===== src/rtl/multi_edge_pulser.sv =====
// multi_edge_pulser
//   Multi-channel edge-to-pulse converter. Each channel can pass its level
//   input through an optional synchroniser. It then detects rising, falling
//   or both edges, stretches every detected edge into a PULSE_LEN-cycle
//   pulse, and counts the events in a saturating counter that has a sticky
//   overflow flag.
//
// Ports
//   clk           sole clock, rising edge
//   reset         asynchronous active-low reset
//   enable        global detection enable (pulses in flight still complete)
//   signals_in    [CHANNELS]               level inputs, bit i = channel i
//   edge_mode     [2*CHANNELS]             per-channel mode: 00 off, 01 rise,
//                                          10 fall, 11 both
//   count_clear   [CHANNELS]               synchronous clear of counter/overflow
//   pulses        [CHANNELS]               registered event pulses
//   any_pulse                              OR of pulses
//   event_counts  [CHANNELS*COUNT_WIDTH]   channel i at [i*COUNT_WIDTH +: COUNT_WIDTH]
//   overflow      [CHANNELS]               sticky counter overflow flags
module multi_edge_pulser #(
    parameter int CHANNELS    = 4,
    parameter int SYNC_STAGES = 2,
    parameter int PULSE_LEN   = 1,
    parameter int COUNT_WIDTH = 8
) (
    input  logic                            clk,
    input  logic                            reset,
    input  logic                            enable,
    input  logic [CHANNELS-1:0]             signals_in,
    input  logic [2*CHANNELS-1:0]           edge_mode,
    input  logic [CHANNELS-1:0]             count_clear,
    output logic [CHANNELS-1:0]             pulses,
    output logic                            any_pulse,
    output logic [CHANNELS*COUNT_WIDTH-1:0] event_counts,
    output logic [CHANNELS-1:0]             overflow
);

    localparam logic [7:0]             LP_LEN     = 8'(PULSE_LEN);
    localparam logic [COUNT_WIDTH-1:0] LP_CNT_ONE = COUNT_WIDTH'(1);

    logic [CHANNELS-1:0]    w_s;
    logic [CHANNELS-1:0]    w_rise;
    logic [CHANNELS-1:0]    w_fall;
    logic [CHANNELS-1:0]    w_det;
    logic [7:0]             w_stretch_nxt [CHANNELS];

    logic [CHANNELS-1:0]    r_prev;
    logic [7:0]             r_stretch [CHANNELS];
    logic [CHANNELS-1:0]    r_pulses;
    logic [COUNT_WIDTH-1:0] r_count [CHANNELS];
    logic [CHANNELS-1:0]    r_ovf;

    // Synchroniser: the last stage is the detection point w_s.
    generate
        if (SYNC_STAGES == 0) begin : g_nosync
            assign w_s = signals_in;
        end else begin : g_sync
            logic [CHANNELS-1:0] r_sync [SYNC_STAGES];

            always_ff @(posedge clk or negedge reset) begin
                if (!reset) begin
                    for (int unsigned k = 0; k < SYNC_STAGES; k++) begin
                        r_sync[k] <= '0;
                    end
                end else begin
                    r_sync[0] <= signals_in;
                    for (int unsigned k = 1; k < SYNC_STAGES; k++) begin
                        r_sync[k] <= r_sync[k-1];
                    end
                end
            end

            assign w_s = r_sync[SYNC_STAGES-1];
        end
    endgenerate

    // History keeps tracking while disabled so re-enabling sees no stale edge.
    always_ff @(posedge clk or negedge reset) begin
        if (!reset) begin
            r_prev <= '0;
        end else begin
            r_prev <= w_s;
        end
    end

    assign w_rise = w_s & ~r_prev;
    assign w_fall = ~w_s & r_prev;

    always_comb begin
        w_det = '0;
        for (int unsigned i = 0; i < CHANNELS; i++) begin
            w_det[i] = enable & ((edge_mode[2*i] & w_rise[i]) |
                                 (edge_mode[2*i+1] & w_fall[i]));
        end
    end

    // Stretch: a retrigger reloads the full length, so overlapping events merge.
    always_comb begin
        for (int unsigned i = 0; i < CHANNELS; i++) begin
            w_stretch_nxt[i] = '0;
            if (w_det[i]) begin
                w_stretch_nxt[i] = LP_LEN;
            end else if (r_stretch[i] != '0) begin
                w_stretch_nxt[i] = r_stretch[i] - 8'd1;
            end
        end
    end

    // The pulse flop is loaded from the next stretch value, so pulses[i]
    // equals (stretch != 0) while still coming straight from a register.
    always_ff @(posedge clk or negedge reset) begin
        if (!reset) begin
            for (int unsigned i = 0; i < CHANNELS; i++) begin
                r_stretch[i] <= '0;
            end
            r_pulses <= '0;
        end else begin
            for (int unsigned i = 0; i < CHANNELS; i++) begin
                r_stretch[i] <= w_stretch_nxt[i];
                r_pulses[i]  <= (w_stretch_nxt[i] != '0);
            end
        end
    end

    // Saturating counters; a clear coinciding with a detect counts that event.
    always_ff @(posedge clk or negedge reset) begin
        if (!reset) begin
            for (int unsigned i = 0; i < CHANNELS; i++) begin
                r_count[i] <= '0;
            end
            r_ovf <= '0;
        end else begin
            for (int unsigned i = 0; i < CHANNELS; i++) begin
                if (count_clear[i]) begin
                    r_count[i] <= w_det[i] ? LP_CNT_ONE : '0;
                    r_ovf[i]   <= 1'b0;
                end else if (w_det[i]) begin
                    if (r_count[i] == '1) begin
                        r_ovf[i] <= 1'b1;
                    end else begin
                        r_count[i] <= r_count[i] + LP_CNT_ONE;
                    end
                end
            end
        end
    end

    always_comb begin
        event_counts = '0;
        for (int unsigned i = 0; i < CHANNELS; i++) begin
            event_counts[i*COUNT_WIDTH +: COUNT_WIDTH] = r_count[i];
        end
    end

    assign pulses    = r_pulses;
    assign any_pulse = |r_pulses;
    assign overflow  = r_ovf;

endmodule


===== config.mk =====
export PLATFORM = sky130hd
export DESIGN_NAME = multi_edge_pulser
export DESIGN_NICKNAME = d
export VERILOG_FILES = /design/src/rtl/multi_edge_pulser.sv
export SDC_FILE = /design/constraint.sdc
export NUM_CORES = 1
export LEC_CHECK = 0
export CELL_PAD_IN_SITES_DETAIL_PLACEMENT = 0
export CELL_PAD_IN_SITES_GLOBAL_PLACEMENT = 1
export CORE_MARGIN = 2
export CORE_UTILIZATION = 42
export DETAILED_ROUTE_END_ITERATION = 10
export PLACE_DENSITY_LB_ADDON = 0.1
export SLEW_MARGIN = 25
export SYNTH_ARGS = -nofsm -noshare
export SYNTH_HDL_FRONTEND = slang
export SYNTH_SLANG_ARGS = --single-unit

===== constraint.sdc =====
create_clock -name clk -period 2.06 [get_ports clk]
set_clock_uncertainty 0.05 [all_clocks]
set_input_delay 0.412 -clock clk [delete_from_list [all_inputs] [get_ports clk]]
set_output_delay 0.412 -clock clk [all_outputs]
set_load 0.05 [all_outputs]

==> results of run 1 <==
layer usage:
metal	up-vias	routed length (µm)
met5	-	0
met4	0	112
met3	10	396
met2	75	4370
met1	1716	4540
li1	1717	-
report_power, final:
group / internal [mW] / switching (mW) / total, mW
Sequential: 1.99 / 0.399 / 2.39
Combinational: 0.777 / 0.959 / 1.74
Clock: 0.469 / 0.604 / 1.07
Total: 3.24 / 1.96 / 5.20
worst max path at each step:
stage                                   end  slack, ns                          from
2_1_floorplan  event_counts[11]$_DFFE_PN0P_       0.06  event_counts[11]$_DFFE_PN0P_
3_3_place_gp   event_counts[29]$_DFFE_PN0P_      -0.31                        enable
3_5_place_dp   event_counts[29]$_DFFE_PN0P_      -0.33                        enable
4_1_cts                    event_counts[17]      0.005  event_counts[17]$_DFFE_PN0P_
5_1_grt                           pulses[2]      0.006           pulses[2]$_DFF_PN0_
6_report                          pulses[2]       0.08           pulses[2]$_DFF_PN0_
synth_stat cells (2+ instances only):
cell      instances
o21ai_0          14
mux2_2            6
nor2_1           66
or2_1             2
or4_1            14
and3_1            3
nand4_1           4
and4b_1           8
a31oi_1           6
or2_2             2
a31o_2            2
xor2_1            8
o31ai_1          10
nor4_1            9
nand3_1          21
nand2_1          19
nand3b_1          5
mux2i_1           5
a21oi_1          26
inv_1            16
o311ai_0          2
o41ai_1           6
dfrtp_1          84
and4_1            3
or3_1             2
nor3b_1           3
nor2b_1          12
nor4b_1           2
nand4b_1          3
buf_2             5
clkbuf_1          6
xnor2_1          11
buf_6             2
ha_1             12
nor3_1           15
per-stage QoR:
stage	setup TNS [ns]	utilization [%]
floorplan	0	-
global placement	-5.16	51.5
detailed placement	-6.43	51.5
CTS	0	53.1
global route	0	53.4
finish	0	53.4
final cells by class:
cell class	count	share of cell area, %
Sequential cell	84	40.3
Multi-Input combinational cell	315	38.3
Timing Repair Buffer	81	13.8
Tap cell	133	3.19
Clock buffer	12	2.78
Inverter	16	1.15
Clock inverter	4	0.480
logic make-up after synthesis:
family / Yosys count
flip-flops: 84
buffers and inverters: 30
AND/OR/NAND/NOR: 196
adder cells (fa/ha/maj): 12
AO/OA/AOI/OAI: 77
multiplexers: 11
XOR/XNOR: 19
repair_timing:
item / CTS / global route
hold buffers: 1 / 0
hold endpoints to repair: 32 / 0
gates resized for setup: 19 / 7
endpoints found under the setup margin: 19 / 10
state kept, by name, summed over array words and instances (netlist names):
name	count
overflow	4
g_sync.r_sync	4
r_stretch	32
pulses	4
r_prev	4
event_counts	32
w_s	4
==> flow_summary_export.csv, run 1 <==
group,metric,value,unit
run_status,run_status,"finished, final reports clean",
drt,drt_iter0_markers,125,
hold_path,timing.hold.worst_path_depth,0,
clock_tree,cts_inserted_buffers,9,
setup_path,crit_family,"buffers and inverters",
yosys,combinational_family_with_the_most_area_after_synthesis,"simple AND/OR/NAND/NOR gates",
setup_path,critPathMaxFanout,2,
floorplan,fp-row-count,36,
finish,fillCellCount,910,
yosys,edff_count_synth,0,
drt,vias_per_cell,5.45,
yosys,post_synth_xor_area_fraction,3.95,%
grt,grt_antenna_before_repair,0,
grt,grt_use_met2,29.9,%
yosys,muxShareOfSynthArea,2.79,%
yosys,post_synth_inst_count,429,
yosys,synth_compound_gate_area_share,11.7,%
finish,regArea,2100,µm²
floorplan,ios,60,
clock_tree,clock-sinks,84,
setup_path,required,1.60,ns
grt,grtUsageTotal,18.5,%
grt,globalRoute.totalOverflow,0,
placement,placed_cell_area,5030,µm²
timing,hold_violation_total_from_the_final_report,0,
yosys,seq_area_frac_synth,49.8,%
placement,port_buffers,59,
clock_tree,ctsHtreeMaxLevel,3,
hold_path,worst_hold_startpoint,"g_sync.r_sync[5]$_DFF_PN0_",
timing,slew_headroom,64.5,%
clock_tree,worstSkewPairLatency,0.36,ns
yosys,avgSynthCellArea,9.83,µm²
timing,rsz0062_at_grt,"no",
grt,first_global_vias,3373,
finish,multi_input_combinational_cell_area,2000,µm²
timing,maxSlewViolCount,0,
power_and_ir_drop,power.total,5.20,mW
floorplan,floorplan.die.width,104,µm
clock_tree,tritoncts,"done",
setup_path,critPathArrivalTime,1.52,ns
grt,top_usage_layer,"met2",
yosys,post_synth_main_area_contributors,"dfrtp_1 50%, nor2_1 5.9%, ha_1 3.6%, a21oi_1 3.1%, nand3_1 2.5%",
grt,global_route_met1_usage,25.1,%
setup_path,reg_to_reg_slack_setup,0.23,ns
finish,fin_nets,538,
setup_path,critical_path_launch_point_type,"register",
power_and_ir_drop,p_leak,2.36,nW
yosys,mappedNetlistArea,4220,µm²
setup_path,timing.critical_path.slowest_stage_cell,"clkdlybuf4s50_1",
placement,final_wtd_congestion,0.811,
floorplan,floorplan.initialDensity,43.2,%
setup_path,crit_cells,1,
job,max_cap_violations,0,
placement,dp_cells,628,
yosys,synthFlopType,"dfrtp_1",
placement,dpl_worst_slack,-0.328,ns
clock_tree,root_buffer,"clkbuf_8",
drt,detailroute.via_count,3518,
finish,layout.cells.most_common_list,"84 x dfrtp_1, 66 x nor2_1, 32 x buf_4",
setup_path,cp_num_buf_inv,1,
yosys,yosys.area_share.adder,3.56,%
drt,wire_per_inst,14.6,µm
timing,worst_case_setup_margin_in_the_final_layout,0.0754,ns
timing,whs,0.304,ns
grt,grt_pass1_wl,16500,µm
grt,met3_layer_usage_reported_by_global_route,4.57,%
setup_path,reg2reg_to,"pulses[0]$_DFF_PN0_",
finish,mostFrequentLayoutCell,"dfrtp_1",
hold_path,min_delay_worst_endpoint,"w_s[1]$_DFF_PN0_",
yosys,ys_ff_latch,84,
timing,final_min_period_over_clock_period,96.3,%
yosys,post_synth_num_cell_types,50,
yosys,mappedNetlistNets,460,
floorplan,chipHeight,104,µm
clock_tree,cts.clk_slew.worst_paths,0.08,ns
timing,tightestPinTransition,0.531,ns
yosys,yosys.area.top_type,"dfrtp_1",
timing,setup_violations,0,
timing,finalCriticalPeriod,1.98,ns
drt,routed_wirelength,9420,µm
power_and_ir_drop,cellPowerDensity,997,nW/µm²
floorplan,die_area,10900,µm²
yosys,yosysWarnings,0,
finish,postLayoutCellArea,5220,µm²
timing,max_clock_freq,504,MHz
placement,post-dp-hpwl,6660,µm
drt,ant_nets,0,
yosys,synth.top_cell.area_share,49.8,%
hold_path,min-delay-path-class,"register to register",
finish,syn2layout_area_growth,23.6,%
yosys,synth-async-reset-ratio,100,%
setup_path,timing.critical_path.slowest_cell_delay,0.80,ns
finish,antenna-diode-count,0,
finish,layoutNonFillerInstCount,645,
clock_tree,cts.path.max_buffers,2,
setup_path,path_cells,"clkdlybuf4s50_1",
drt,firstDrtPassIters,4,
finish,final_layout_size_suffix_gt1_share,11.7,%
setup_path,worstReg2RegStart,"r_stretch[24]$_DFF_PN0_",
yosys,synthSimpleGateAreaFrac,25.0,%
setup_path,category_of_the_most_critical_setup_path,"register to primary output",
clock_tree,postCtsSetupBuffers,0,
setup_path,worst_r2r_path_depth,6,
grt,grt_start_max_net_pins,36,
drt,post-route-drc-count,0,
floorplan,core-area,9770,µm²
setup_path,end_kind,"primary output",
power_and_ir_drop,vdd.ir_drop.worst,0.000484,V
No activity file was read; power rests on OpenSTA's default activity.
==> inputs of run 2 (changes only) <==
--- a/config.mk
+++ b/config.mk
@@ -11,6 +11,7 @@
 export CORE_UTILIZATION = 42
 export DETAILED_ROUTE_END_ITERATION = 10
 export PLACE_DENSITY_LB_ADDON = 0.1
+export REMOVE_ABC_BUFFERS = 1
 export SLEW_MARGIN = 25
 export SYNTH_ARGS = -nofsm -noshare
 export SYNTH_HDL_FRONTEND = slang
==> run 2 against run 1 <==
Global-route usage shrank 0.79 points; clock power decreased by 6%; final cell count shrank 0.16%; register-to-register slack got worse by 0.04 ns; combinational power about the same; die area unchanged; design area decreased by 0.12%; sequential share of layout area about the same; sequential power hardly changed; total power down 1.5%; count of clock-buffer cells in the layout is 1 lower.
==> flow_summary_export.csv, run 2 (synthesis gave the netlist of run 1 again) <==
group,metric,value,unit
timing,finalCriticalPeriod,1.97,ns
hold_path,min-delay-path-class,"register to register",
floorplan,floorplan.initialDensity,43.2,%
finish,layout.cells.most_common_list,"84 x dfrtp_1, 66 x nor2_1, 35 x buf_4",
setup_path,critPathMaxFanout,9,
timing,maxSlewViolCount,0,
drt,drt_iter0_markers,169,
clock_tree,tritoncts,"done",
finish,final_core_utilization,53.3,%
grt,globalRoute.totalOverflow,0,
finish,mostFrequentLayoutCell,"dfrtp_1",
grt,grt_pass1_wl,15600,µm
floorplan,chipHeight,104,µm
floorplan,core-area,9770,µm²
floorplan,fp-row-count,36,
timing,fin_setup_tns,0,ns
placement,placed_cell_area,5040,µm²
grt,grt_start_max_net_pins,41,
hold_path,min_delay_worst_endpoint,"w_s[1]$_DFF_PN0_",
setup_path,timing.critical_path.slowest_stage_cell,"clkdlybuf4s50_1",
clock_tree,cts.path.max_buffers,2,
drt,detailroute.via_count,3450,
floorplan,floorplan.die.width,104,µm
finish,regArea,2100,µm²
timing,worst_case_setup_margin_in_the_final_layout,0.0863,ns
clock_tree,worstSkewPairLatency,0.35,ns
clock_tree,clock-sinks,84,
power_and_ir_drop,vdd.ir_drop.worst,0.000506,V
timing,rsz0062_at_grt,"no",
job,max_cap_violations,0,
drt,vias_per_cell,5.36,
hold_path,worst_hold_startpoint,"g_sync.r_sync[5]$_DFF_PN0_",
power_and_ir_drop,p_leak,2.36,nW
finish,postLayoutCellArea,5210,µm²
setup_path,worstReg2RegStart,"r_stretch[24]$_DFF_PN0_",
grt,grt_antenna_before_repair,0,
timing,setup_violations,0,
drt,ant_nets,0,
drt,wire_per_inst,14.3,µm
power_and_ir_drop,cellPowerDensity,982,nW/µm²
setup_path,required,2.25,ns
placement,port_buffers,59,
setup_path,critical_path_launch_point_type,"input pin",
placement,post-dp-hpwl,6480,µm
grt,grtUsageTotal,17.7,%
setup_path,category_of_the_most_critical_setup_path,"input pin to register",
placement,dpl_worst_slack,-0.262,ns
finish,multi_input_combinational_cell_area,1980,µm²
drt,post-route-drc-count,0,
timing,hold_violation_total_from_the_final_report,0,
timing,tightestPinTransition,0.550,ns
placement,final_wtd_congestion,0.828,
setup_path,path_cells,"clkdlybuf4s50_1 -> buf_4 -> and4b_1 -> nor2_1 -> a2111oi_0 -> mux2_2",
setup_path,reg2reg_to,"pulses[0]$_DFF_PN0_",
clock_tree,cts_inserted_buffers,9,
clock_tree,root_buffer,"clkbuf_8",
timing,slew_headroom,63.2,%
setup_path,crit_family,"buffers and inverters",
power_and_ir_drop,power.total,5.12,mW
timing,max_clock_freq,507,MHz
clock_tree,ctsHtreeMaxLevel,3,
setup_path,worst_r2r_path_depth,6,
timing,final_min_period_over_clock_period,95.8,%
finish,syn2layout_area_growth,23.5,%
finish,final_layout_size_suffix_gt1_share,12.1,%
clock_tree,cts.clk_slew.worst_paths,0.08,ns
finish,fillCellCount,909,
finish,antenna-diode-count,0,
setup_path,cp_num_buf_inv,2,
setup_path,timing.critical_path.slowest_cell_delay,0.46,ns
floorplan,ios,60,
drt,firstDrtPassIters,5,
finish,fin_nets,539,
drt,routed_wirelength,9180,µm
setup_path,reg_to_reg_slack_setup,0.19,ns
floorplan,die_area,10900,µm²
setup_path,critPathArrivalTime,2.16,ns
run_status,run_status,"finished, final reports clean",
setup_path,end_kind,"register",
grt,first_global_vias,3336,
hold_path,timing.hold.worst_path_depth,0,
==> run 2: cell types whose count changed in the layout (fill, tap and decap cells not counted) <==
cell	change
nor4b_1	+1
dlygate4sd2_1	-4
a31oi_2	+1
buf_4	+3
clkbuf_1	-1
nor4b_2	-1
dlymetal6s2s_1	+2
clkinv_2	+1
buf_12	+1
a31oi_4	-1
clkinvlp_4	-2
clkdlybuf4s50_1	-1
==> run 2: how the worst max path moves through the flow <==
stage                                      start                      endpoint  cells past startpoint
floorplan           event_counts[16]$_DFFE_PN0P_  event_counts[20]$_DFFE_PN0P_                      4
global placement                          enable  event_counts[20]$_DFFE_PN0P_                      6
detailed placement                        enable  event_counts[20]$_DFFE_PN0P_                      6
CTS                 event_counts[17]$_DFFE_PN0P_              event_counts[17]                      1
global route             overflow[1]$_DFFE_PN0P_                   overflow[1]                      1
finish                                    enable  event_counts[20]$_DFFE_PN0P_                      6
==> run 2: stage by stage <==
step           cells  hold WS [ns]
2_1_floorplan    415        0.0664
3_3_place_gp     629         0.285
3_5_place_dp     629         0.286
4_1_cts          644         0.305
5_1_grt          644         0.315
6_report         644         0.304
==> run 2: worst register-to-register path: stages (launching register included) <==
cell and delay (ns):
dfrtp_1 0.45, inv_1 0.12, ha_1 0.24, nor3b_1 0.36, xnor2_1 0.17, nand3_1 0.09, a211o_1 0.30
==> run 2: layer usage <==
layer	vias up	track usage, %	share of wire, %	wire length [µm]
met5	-	0	0	0
met4	0	5.31	1.6	148
met3	13	5.45	3.7	338
met2	68	26.9	45	4140
met1	1655	24.4	50	4550
li1	1714	-	-	-
==> run 2: where the power goes <==
group | internal, mW | switching [mW]
sequential | 1.99 | 0.368
combinational | 0.785 | 0.961
clock | 0.452 | 0.559
total | 3.23 | 1.89
==> run 2: repair_timing <==
| item | in CTS | in global routing |
|---|---|---|
| setup endpoints to repair | 15 | 7 |
| hold endpoints to repair | 27 | 0 |
| resized for setup | 15 | 7 |
| buffers inserted | 0 | 0 |
| pin swaps | 0 | 0 |
| hold buffers | 1 | 0 |
==> run 2: final cells by class <==
type / count / area share [%]
clock buffers: 11 / 2.71
well taps: 133 / 3.19
multi-input cells: 315 / 38.0
flip-flops and latches: 84 / 40.4
inverters: 16 / 1.15
repair buffers: 82 / 14.2
clock inverters: 3 / 0.288
==> inputs of run 3 (changes only) <==
==> config.mk (replaced) <==
export PLATFORM = sky130hd
export DESIGN_NAME = multi_edge_pulser
export DESIGN_NICKNAME = d
export VERILOG_FILES = /design/src/rtl/multi_edge_pulser.sv
export SDC_FILE = /design/constraint.sdc
export NUM_CORES = 1
export LEC_CHECK = 0
export CORE_MARGIN = 2
export CORE_UTILIZATION = 50
export CTS_CLUSTER_SIZE = 10
export DETAILED_ROUTE_END_ITERATION = 10
export PLACE_DENSITY = 0.74
export REMOVE_ABC_BUFFERS = 1
export SETUP_SLACK_MARGIN = 0.2
export SLEW_MARGIN = 25
export SYNTH_ARGS = -nofsm -noshare
export SYNTH_HDL_FRONTEND = slang
export SYNTH_SLANG_ARGS = --single-unit
==> run 3 against run 2 <==
Non-clock buffer count did not move; count of clock-buffer cells in the layout increased by 4; design area rose by 0.41%; worst setup slack improved by 0.082 ns; wire length is 0.84% lower; critical path depth is 4 lower; hold slack got worse by 0.0021 ns; maximum frequency grew 4.4%; combinational power about the same; sequential cell count is the same; die area decreased by 15%; critical path type is now register to primary output.
==> flow_summary_export.csv, run 3 (synthesis gave the netlist of run 1 again) <==
group,metric,value,unit
run_status,run_status,"finished, final reports clean",
drt,firstDrtPassIters,4,
grt,grt_antenna_before_repair,0,
placement,final_wtd_congestion,0.869,
job,max_cap_violations,0,
grt,grtUsageTotal,21.1,%
clock_tree,clock-sinks,84,
timing,setup_violations,0,
grt,grt_start_max_net_pins,40,
finish,layoutNonFillerInstCount,618,
finish,fillCellCount,691,
timing,rsz0062_at_grt,"yes",
power_and_ir_drop,internal_power,3.29,mW
power_and_ir_drop,seq_power_share,46.1,%
timing,final_min_period_over_clock_period,91.8,%
timing,fin_setup_tns,0,ns
clock_tree,cts_inserted_buffers,9,
power_and_ir_drop,vdd.ir_drop.worst,0.000409,V
finish,layout.cells.most_common_list,"84 x dfrtp_1, 65 x nor2_1, 33 x buf_4",
floorplan,chipHeight,95.8,µm
setup_path,worstReg2RegStart,"r_stretch[2]$_DFF_PN0_",
setup_path,critPathMaxFanout,2,
power_and_ir_drop,power.total,5.20,mW
drt,post-route-drc-count,0,
timing,maxSlewViolCount,0,
power_and_ir_drop,p_comb_share,33.1,%
timing,tightestPinTransition,0.564,ns
setup_path,category_of_the_most_critical_setup_path,"register to primary output",
power_and_ir_drop,cellPowerDensity,994,nW/µm²
floorplan,floorplan.die.width,95.8,µm
grt,first_global_vias,3280,
floorplan,floorplan.initialDensity,51.3,%
timing,hold_violation_total_from_the_final_report,0,
setup_path,end_kind,"primary output",
power_and_ir_drop,p_leak,2.32,nW
clock_tree,ctsHtreeMaxLevel,3,
clock_tree,cts.path.max_buffers,2,
placement,port_buffers,59,
setup_path,cp-endpoint,"any_pulse",
power_and_ir_drop,pwr-share-clk,20.8,%
setup_path,required,1.60,ns
setup_path,reg_to_reg_slack_setup,0.29,ns
setup_path,critical_path_launch_point_type,"register",
timing,slew_headroom,62.3,%
clock_tree,worstSkewPairLatency,0.35,ns
finish,fin_nets,539,
grt,grt_pass1_wl,15100,µm
setup_path,worst_r2r_path_depth,4,
drt,drt_iter0_markers,139,
floorplan,core-area,8220,µm²
drt,routed_wirelength,9110,µm
drt,wire_per_inst,14.7,µm
grt,globalRoute.totalOverflow,0,
floorplan,ios,60,
finish,syn2layout_area_growth,24.0,%
floorplan,die_area,9190,µm²
clock_tree,cts.clk_slew.worst_paths,0.07,ns
finish,mostFrequentLayoutCell,"dfrtp_1",
finish,antenna-diode-count,0,
drt,vias_per_cell,5.72,
timing,max_clock_freq,529,MHz
clock_tree,postCtsSetupBuffers,0,
power_and_ir_drop,power.net_switching,1.91,mW
timing,finalCriticalPeriod,1.89,ns
finish,final_layout_size_suffix_gt1_share,14.6,%
placement,dp_cells,601,
drt,ant_nets,0,
setup_path,critPathArrivalTime,1.43,ns
setup_path,reg2reg_to,"r_stretch[7]$_DFF_PN0_",
hold_path,min-delay-path-class,"register to register",
clock_tree,root_buffer,"clkbuf_8",
placement,post-dp-hpwl,6530,µm
setup_path,cp-startpoint,"pulses[2]$_DFF_PN0_",
clock_tree,tritoncts,"done",
power_and_ir_drop,switching_share,36.7,%
floorplan,fp-row-count,33,
drt,detailroute.via_count,3532,
==> run 3: cell types whose count changed in the layout (fill, tap and decap cells not counted), moves of 3 or more <==
| cell | change |
|---|---|
| dlymetal6s2s_1 | -7 |
| nor4_2 | +3 |
| dlygate4sd2_1 | +13 |
| nor4_1 | -3 |
| clkdlybuf4s50_1 | -7 |
==> run 3: power groups by stage <==
stage	Clock (mW)	Sequential [mW]	Combinational (mW)
detailed placement	0	2.40	1.72
floorplan	0	2.46	1.13
finish	1.08	2.39	1.72
CTS	1.12	2.37	1.71
global route	1.20	2.45	1.94
global placement	0	2.38	1.66
==> run 3: through the flow <==
| stage | util (%) | setup slack [ns] | hold WS (ns) | instance area, µm² |
|---|---|---|---|---|
| after floorplan | - | 0.0868 | 0.0664 | 4140 |
| after global placement | 61.0 | -0.258 | 0.283 | 5010 |
| after detailed placement | 61.0 | -0.319 | 0.286 | 5010 |
| after CTS | 63.0 | 0.163 | 0.304 | 5170 |
| after global routing | 63.7 | 0.132 | 0.313 | 5230 |
| final | 63.7 | 0.169 | 0.301 | 5230 |
==> run 3: worst max-delay path, stage by stage (launching register included) <==
cell	delay, ns
dfrtp_1	0.38
or4_4	0.53
buf_6	0.17
==> run 3: metal layers <==
layer  GRT usage, %  wire [µm]
met4           8.33        169
met1           29.1       4240
met5              0          0
met3           3.37        377
met2           33.4       4320
==> run 3: worst min-delay path by stage <==
stage                                              to  cells after the start                       start
after floorplan           event_counts[0]$_DFFE_PN0P_                      0                       reset
after global placement               w_s[3]$_DFF_PN0_                      0  g_sync.r_sync[7]$_DFF_PN0_
after detailed placement             w_s[1]$_DFF_PN0_                      0  g_sync.r_sync[5]$_DFF_PN0_
after CTS                            w_s[1]$_DFF_PN0_                      0  g_sync.r_sync[5]$_DFF_PN0_
after global routing                 w_s[1]$_DFF_PN0_                      0  g_sync.r_sync[5]$_DFF_PN0_
final                                w_s[1]$_DFF_PN0_                      0  g_sync.r_sync[5]$_DFF_PN0_
==> run 3: timing repair <==
action,4_1_cts,5_1_grt
hold buffers,1,0
pin swaps,1,0
hold endpoints to repair,31,0
setup endpoints to repair,61,13
gates resized for setup,32,17
==> run 3: layout make-up <==
| cell class | instances | area, µm² | share of cell area (%) |
|---|---|---|---|
| clock buffers | 15 | 176 | 3.37 |
| clock inverters | 1 | 5.00 | 0.0957 |
| inverters | 16 | 60.1 | 1.15 |
| multi-input cells | 315 | 2050 | 39.2 |
| flip-flops and latches | 84 | 2100 | 40.2 |
| well taps | 105 | 131 | 2.51 |
| repair buffers | 82 | 704 | 13.5 |
==> RTL change 1: new RTL, settings of run 2 <==
Make the reset (`reset`) synchronous in 4 clocked blocks. Comments in the files are not updated.
--- a/src/rtl/multi_edge_pulser.sv
+++ b/src/rtl/multi_edge_pulser.sv
@@ -57,7 +57,7 @@
         end else begin : g_sync
             logic [CHANNELS-1:0] r_sync [SYNC_STAGES];
 
-            always_ff @(posedge clk or negedge reset) begin
+            always_ff @(posedge clk) begin
                 if (!reset) begin
                     for (int unsigned k = 0; k < SYNC_STAGES; k++) begin
                         r_sync[k] <= '0;
@@ -75,7 +75,7 @@
     endgenerate
 
     // History keeps tracking while disabled so re-enabling sees no stale edge.
-    always_ff @(posedge clk or negedge reset) begin
+    always_ff @(posedge clk) begin
         if (!reset) begin
             r_prev <= '0;
         end else begin
@@ -108,7 +108,7 @@
 
     // The pulse flop is loaded from the next stretch value, so pulses[i]
     // equals (stretch != 0) while still coming straight from a register.
-    always_ff @(posedge clk or negedge reset) begin
+    always_ff @(posedge clk) begin
         if (!reset) begin
             for (int unsigned i = 0; i < CHANNELS; i++) begin
                 r_stretch[i] <= '0;
@@ -123,7 +123,7 @@
     end
 
     // Saturating counters; a clear coinciding with a detect counts that event.
-    always_ff @(posedge clk or negedge reset) begin
+    always_ff @(posedge clk) begin
         if (!reset) begin
             for (int unsigned i = 0; i < CHANNELS; i++) begin
                 r_count[i] <= '0;
Check against the original RTL: differs if reset is asserted again (counterexample within 4 cycles, from zero or initial values and one cycle with reset low); with reset held inactive, the same outputs for 10 cycles.
==> RTL change 1 against run 2 <==
Setup slack got worse by 0.0073 ns; area after synthesis fell by 7.1%; total power rose by 9.0%; utilization increased by 1.9 points; wire length shrank 13%; critical endpoint is now pulses[1]; design area is 3.0% lower; sequential cell count is the same; synthesized cell count decreased by 3.5%; critical path type is now reg2out.
==> RTL change 1: results (changes against run 2) <==
stage,metric,value,unit,change
final_layout,reg.largest.list,"r_count (32), r_stretch (32), g_sync.r_sync (8)",,
power_and_ir_drop,cellLeakagePower,2.140,nW,-9.4%
critical_path,cpPeakStageDelay,0.81,ns,+0.35 ns
place,dpl_worst_slack,-0.1267,ns,+0.1350 ns
timing,maxSlewViolCount,0,,unchanged
critical_path,cp.required,1.60,ns,-0.65 ns
power_and_ir_drop,p_int,3.490,mW,+8.1%
final_layout,fin_cells,626,,-2.8%
hold_path,min_path_type,reg2reg,,
power_and_ir_drop,ir_drop,0.4569,mV,-9.6%
place,gp_congestion,0.7973,,-3.6%
grt,grt_max_degree,14,,-66%
timing,finalHoldWorstSlack,0.3842,ns,+0.08067 ns
critical_path,r2r-end,r_count[3][7],,
hold_path,min_to,g_sync.r_sync[0][6],,
synth,synth_edf_count,32,,+32
place,dp_hpwl,6030,microns,-6.9%
hold_path,hold_depth,1,,+1
grt,grt.total_usage,16.75,%,-0.96 points
synth,synth_common_cells,"nor2_1 (72), dfxtp_1 (52), nand2_1 (33)",,
clock_tree,cts.root.buffer_cell,clkbuf_8,,
synth,async_reset_ff_share,0,%,-100 points
run_status,outcome,"finished, final reports clean",,
timing,tightest_slew,0.5196,ns,-0.03016 ns
place,dp_cells,607,,-3.5%
timing,fin_crit_sh,96.17,%,+0.36 points
synth,syn_avg_cell_area,9.466,sq um,-3.7%
critical_path,crit-reg2reg-launch,r_count[3][0],,
clock_tree,clk_latency,0.35,ns,about the same
critical_path,reg2reg_slack,0.09,ns,-0.10 ns
route,drt_pass1_iterations,4,,-1
hold_path,min_from,g_sync.r_sync[0][2],,
critical_path,crit_end,pulses[1],,
grt,grt_pass1_vias,2879,,-14%
clock_tree,clk_pin_slew_worst_paths,0.08,ns,about the same
synth,synth_cell_types,45,,-10%
synth,ys_top_cells_by_area,"dfxtp_1 (27%), edfxtp_1 (25%), nor2_1 (6.9%)",,
synth,synth_warnings,0,,unchanged
place,placed_area,4837,sq um,-4.1%
critical_path,startpoint,pulses[1],,
synth,synth-seq-area-share,51.09,%,+1.2 points
clock_tree,cts-root-to-sink-buffers,2,,unchanged
route,vias,3096,,-10%
route,drtIter0Drc,89,,-47%
grt,grt_pass1_wl,13270,microns,-15%
critical_path,crit_fanout,2,,-7
final_layout,n_antenna_cell,0,,unchanged
place,port_buffers,59,,unchanged
critical_path,crit_family,buffers and inverters,,
route,wl_per_cell,12.75,microns,-11%
synth,synth_ff_type,dfxtp_1,,
final_layout,fin_nets,541,,+0.37%
critical_path,reg2reg_depth,7,,+1
final_layout,drive_gt1_share,14.37,%,+2.2 points
[RTL change 1: cell count changes after synthesis, sizes merged, moves of 9 or more]
cell and change:
dfrtp -84, dfxtp +52, edfxtp +32, nand2 +14, nor2 +14, and2 +13, or4 -13, a21oi -11
xnor2 +11, xor2 +10, nor2b -9
[RTL change 1: layer usage]
metal / part of all wire (%) / up-vias / global-route usage [%]
met5: 0 / - / 0
met4: 1.9 / 0 / 7.376
met3: 2.8 / 11 / 2.982
met2: 47 / 47 / 26.72
met1: 48 / 1425 / 22.32
li1: - / 1613 / -
[RTL change 1: area by class of cell]
class	instances	area (sq um)
clock buffers	11	131.4
clock inverters	5	52.55
fillers	848	4101
inverters	17	63.81
multi-input cells	304	1824
flip-flops and latches	84	2002
well taps	111	138.9
repair buffers	94	838.3
[RTL change 1: logic make-up (layout without fill, tap and decap cells)]
| group | Yosys count | count (layout) | share of synthesized area, % |
|---|---|---|---|
| adder cells (fa/ha/maj) | 12 | 12 | 3.831 |
| AND/OR/NAND/NOR | 208 | 208 | 25.99 |
| AO/OA/AOI/OAI | 41 | 41 | 6.673 |
| buffers and inverters | 26 | 127 | 2.682 |
| flip-flops | 84 | 84 | 51.09 |
| multiplexers | 3 | 3 | 0.7982 |
| XOR/XNOR | 40 | 40 | 8.940 |
[RTL change 1: timing repair]
| action | in CTS | in global routing |
|---|---|---|
| hold buffers | 0 | 0 |
| resized for setup | 20 | 9 |
| setup buffers | 1 | 2 |
| setup endpoints to repair | 23 | 22 |
| pin swaps | 0 | 1 |
[RTL change 1: power groups by stage]
stage                     Sequential (mW)  Combinational [mW]  Clock (mW)
after global routing                 2.38                2.40        1.23
final                                2.33                2.13        1.12
after global placement               2.36                2.12           0
after floorplan                      2.54                1.40           0
after CTS                            2.33                2.14        1.16
after detailed placement             2.37                2.14           0
==> RTL change 2: new RTL, flow settings as in run 2 <==
Made on the original files. `CHANNELS`: 4 -> 8.
--- a/src/rtl/multi_edge_pulser.sv
+++ b/src/rtl/multi_edge_pulser.sv
@@ -18,7 +18,7 @@
 //   event_counts  [CHANNELS*COUNT_WIDTH]   channel i at [i*COUNT_WIDTH +: COUNT_WIDTH]
 //   overflow      [CHANNELS]               sticky counter overflow flags
 module multi_edge_pulser #(
-    parameter int CHANNELS    = 4,
+    parameter int CHANNELS    = 8,
     parameter int SYNC_STAGES = 2,
     parameter int PULSE_LEN   = 1,
     parameter int COUNT_WIDTH = 8
Ports: changed (6 resized); port bits go from 60 to 116. No check against the original RTL was run, so the function may have changed too.
==> RTL change 2 against run 2 <==
Setup slack got worse by 0.016 ns; die area grew 92%; wire length rose by 110%; largest power group unchanged; non-clock buffer count grew 87; sequential cell count rose by 84; largest cell class unchanged; highest routed layer unchanged; area after synthesis grew 96%; total power rose by 130%; cell count rose by 99%; design area up 100%; maximum frequency decreased by 0.78%.
==> RTL change 2: results (changes against run 2) <==
stage,metric,value,unit,change
run_status,outcome,"finished, final reports clean",,
clock_tree,clk_latency,0.43,ns,+0.08 ns
final_layout,fin_nets,1063,,+97%
power_and_ir_drop,cellLeakagePower,4.752,nW,+100%
synth,synth_cell_types,60,,+20%
critical_path,reg2reg_depth,4,,-2
synth,synth_compound_area_share,12.66,%,+0.97 points
route,vias,6961,,+100%
synth,synth-seq-area-share,50.76,%,+0.92 points
clock_tree,cts.root.buffer_cell,clkbuf_16,,
synth,synthXorXnorAreaFrac,4.335,%,+0.39 points
grt,grt_pass1_wl,32140,microns,+110%
critical_path,cpPeakStageDelay,0.42,ns,-0.04 ns
grt,grt.met3_usage,4.437,%,-1.0 points
timing,finalHoldWorstSlack,0.2976,ns,-0.005915 ns
grt,overflow,0,,unchanged
power_and_ir_drop,p_seq_share,40.0,%,-6.1 points
power_and_ir_drop,p_per_area,1115,nW/um^2,+14%
clock_tree,numCtsBuffers,17,,+8
synth,synth_common_cells,"dfrtp_1 (168), nor2_1 (106), a21oi_1 (58)",,
place,dpl_worst_slack,-0.4751,ns,-0.2134 ns
place,port_buffers,115,,+95%
grt,met1_usage,25.42,%,+1.0 points
clock_tree,post_cts_buffers,1,,+1
place,placed_area,9958,sq um,+97%
critical_path,crit_family,flip-flops,,
grt,grt.total_usage,19.10,%,+1.4 points
final_layout,drive_gt1_share,15.04,%,+2.9 points
grt,grt_pass1_vias,6777,,+100%
power_and_ir_drop,power_switching,4.082,mW,+120%
synth,ys_top_cells_by_area,"dfrtp_1 (51%), nor2_1 (4.8%), ha_1 (3.6%)",,
final_layout,fill_cells,1770,,+95%
route,drt_wl_total,19210,microns,+110%
place,gp_congestion,0.8708,,+5.2%
route,drt_pass1_iterations,4,,-1
critical_path,reg2reg_slack,0.16,ns,-0.03 ns
clock_tree,clk_pin_slew_worst_paths,0.06,ns,-0.02 ns
place,dp_cells,1247,,+98%
clock_tree,postCtsResizedCells,44,,+29
route,drt-met1-wl,8871,microns,+95%
clock_tree,cts_max_level,4,,+1
timing,tightest_slew,0.5959,ns,+0.04605 ns
synth,syn_avg_cell_area,9.837,sq um,about the same
place,dp_hpwl,14000,microns,+120%
critical_path,crit_fanout,2,,-7
synth,muxShareOfSynthArea,1.375,%,-1.4 points
grt,met2_usage,30.98,%,+4.1 points
grt,grt_max_degree,62,,+51%
timing,fin_crit_sh,96.57,%,+0.76 points
critical_path,critical-path-slowest-cell,dfrtp_1,,
route,drtIter0Drc,254,,+50%
route,wl_met2,9159,microns,+120%
power_and_ir_drop,ir_drop,0.6914,mV,+37%
RTL change 2: changes by cell type in the layout (fill, tap and decap cells not counted), sizes merged, moves of 15 or more:
cell	run 2	this run
dfrtp	84	168
buf	36	91
nor2	66	107
a21oi	26	58
nand2	19	49
dlygate4sd2	15	42
o21ai	15	39
inv	16	38
or4	14	31
nand3	21	36
RTL change 2: final cells by class:
class	count	area, sq um	share of cell area (%)
Clock buffer	18	439.2	4.129
Tap cell	265	331.6	3.117
Clock inverter	14	220.2	2.070
Multi-Input combinational cell	612	3855	36.24
Timing Repair Buffer	169	1451	13.65
Inverter	36	135.1	1.270
Sequential cell	168	4204	39.52
RTL change 2: worst paths after layout:
kind,start,end
min in group asynchronous,reset,event_counts[46]
hold reg to reg,g_sync.r_sync[8],w_s[0]
hold / removal,g_sync.r_sync[8],w_s[0]
setup / recovery,pulses[2],any_pulse
max in group asynchronous,reset,event_counts[59]
setup reg to reg,r_stretch[61],r_stretch[61]
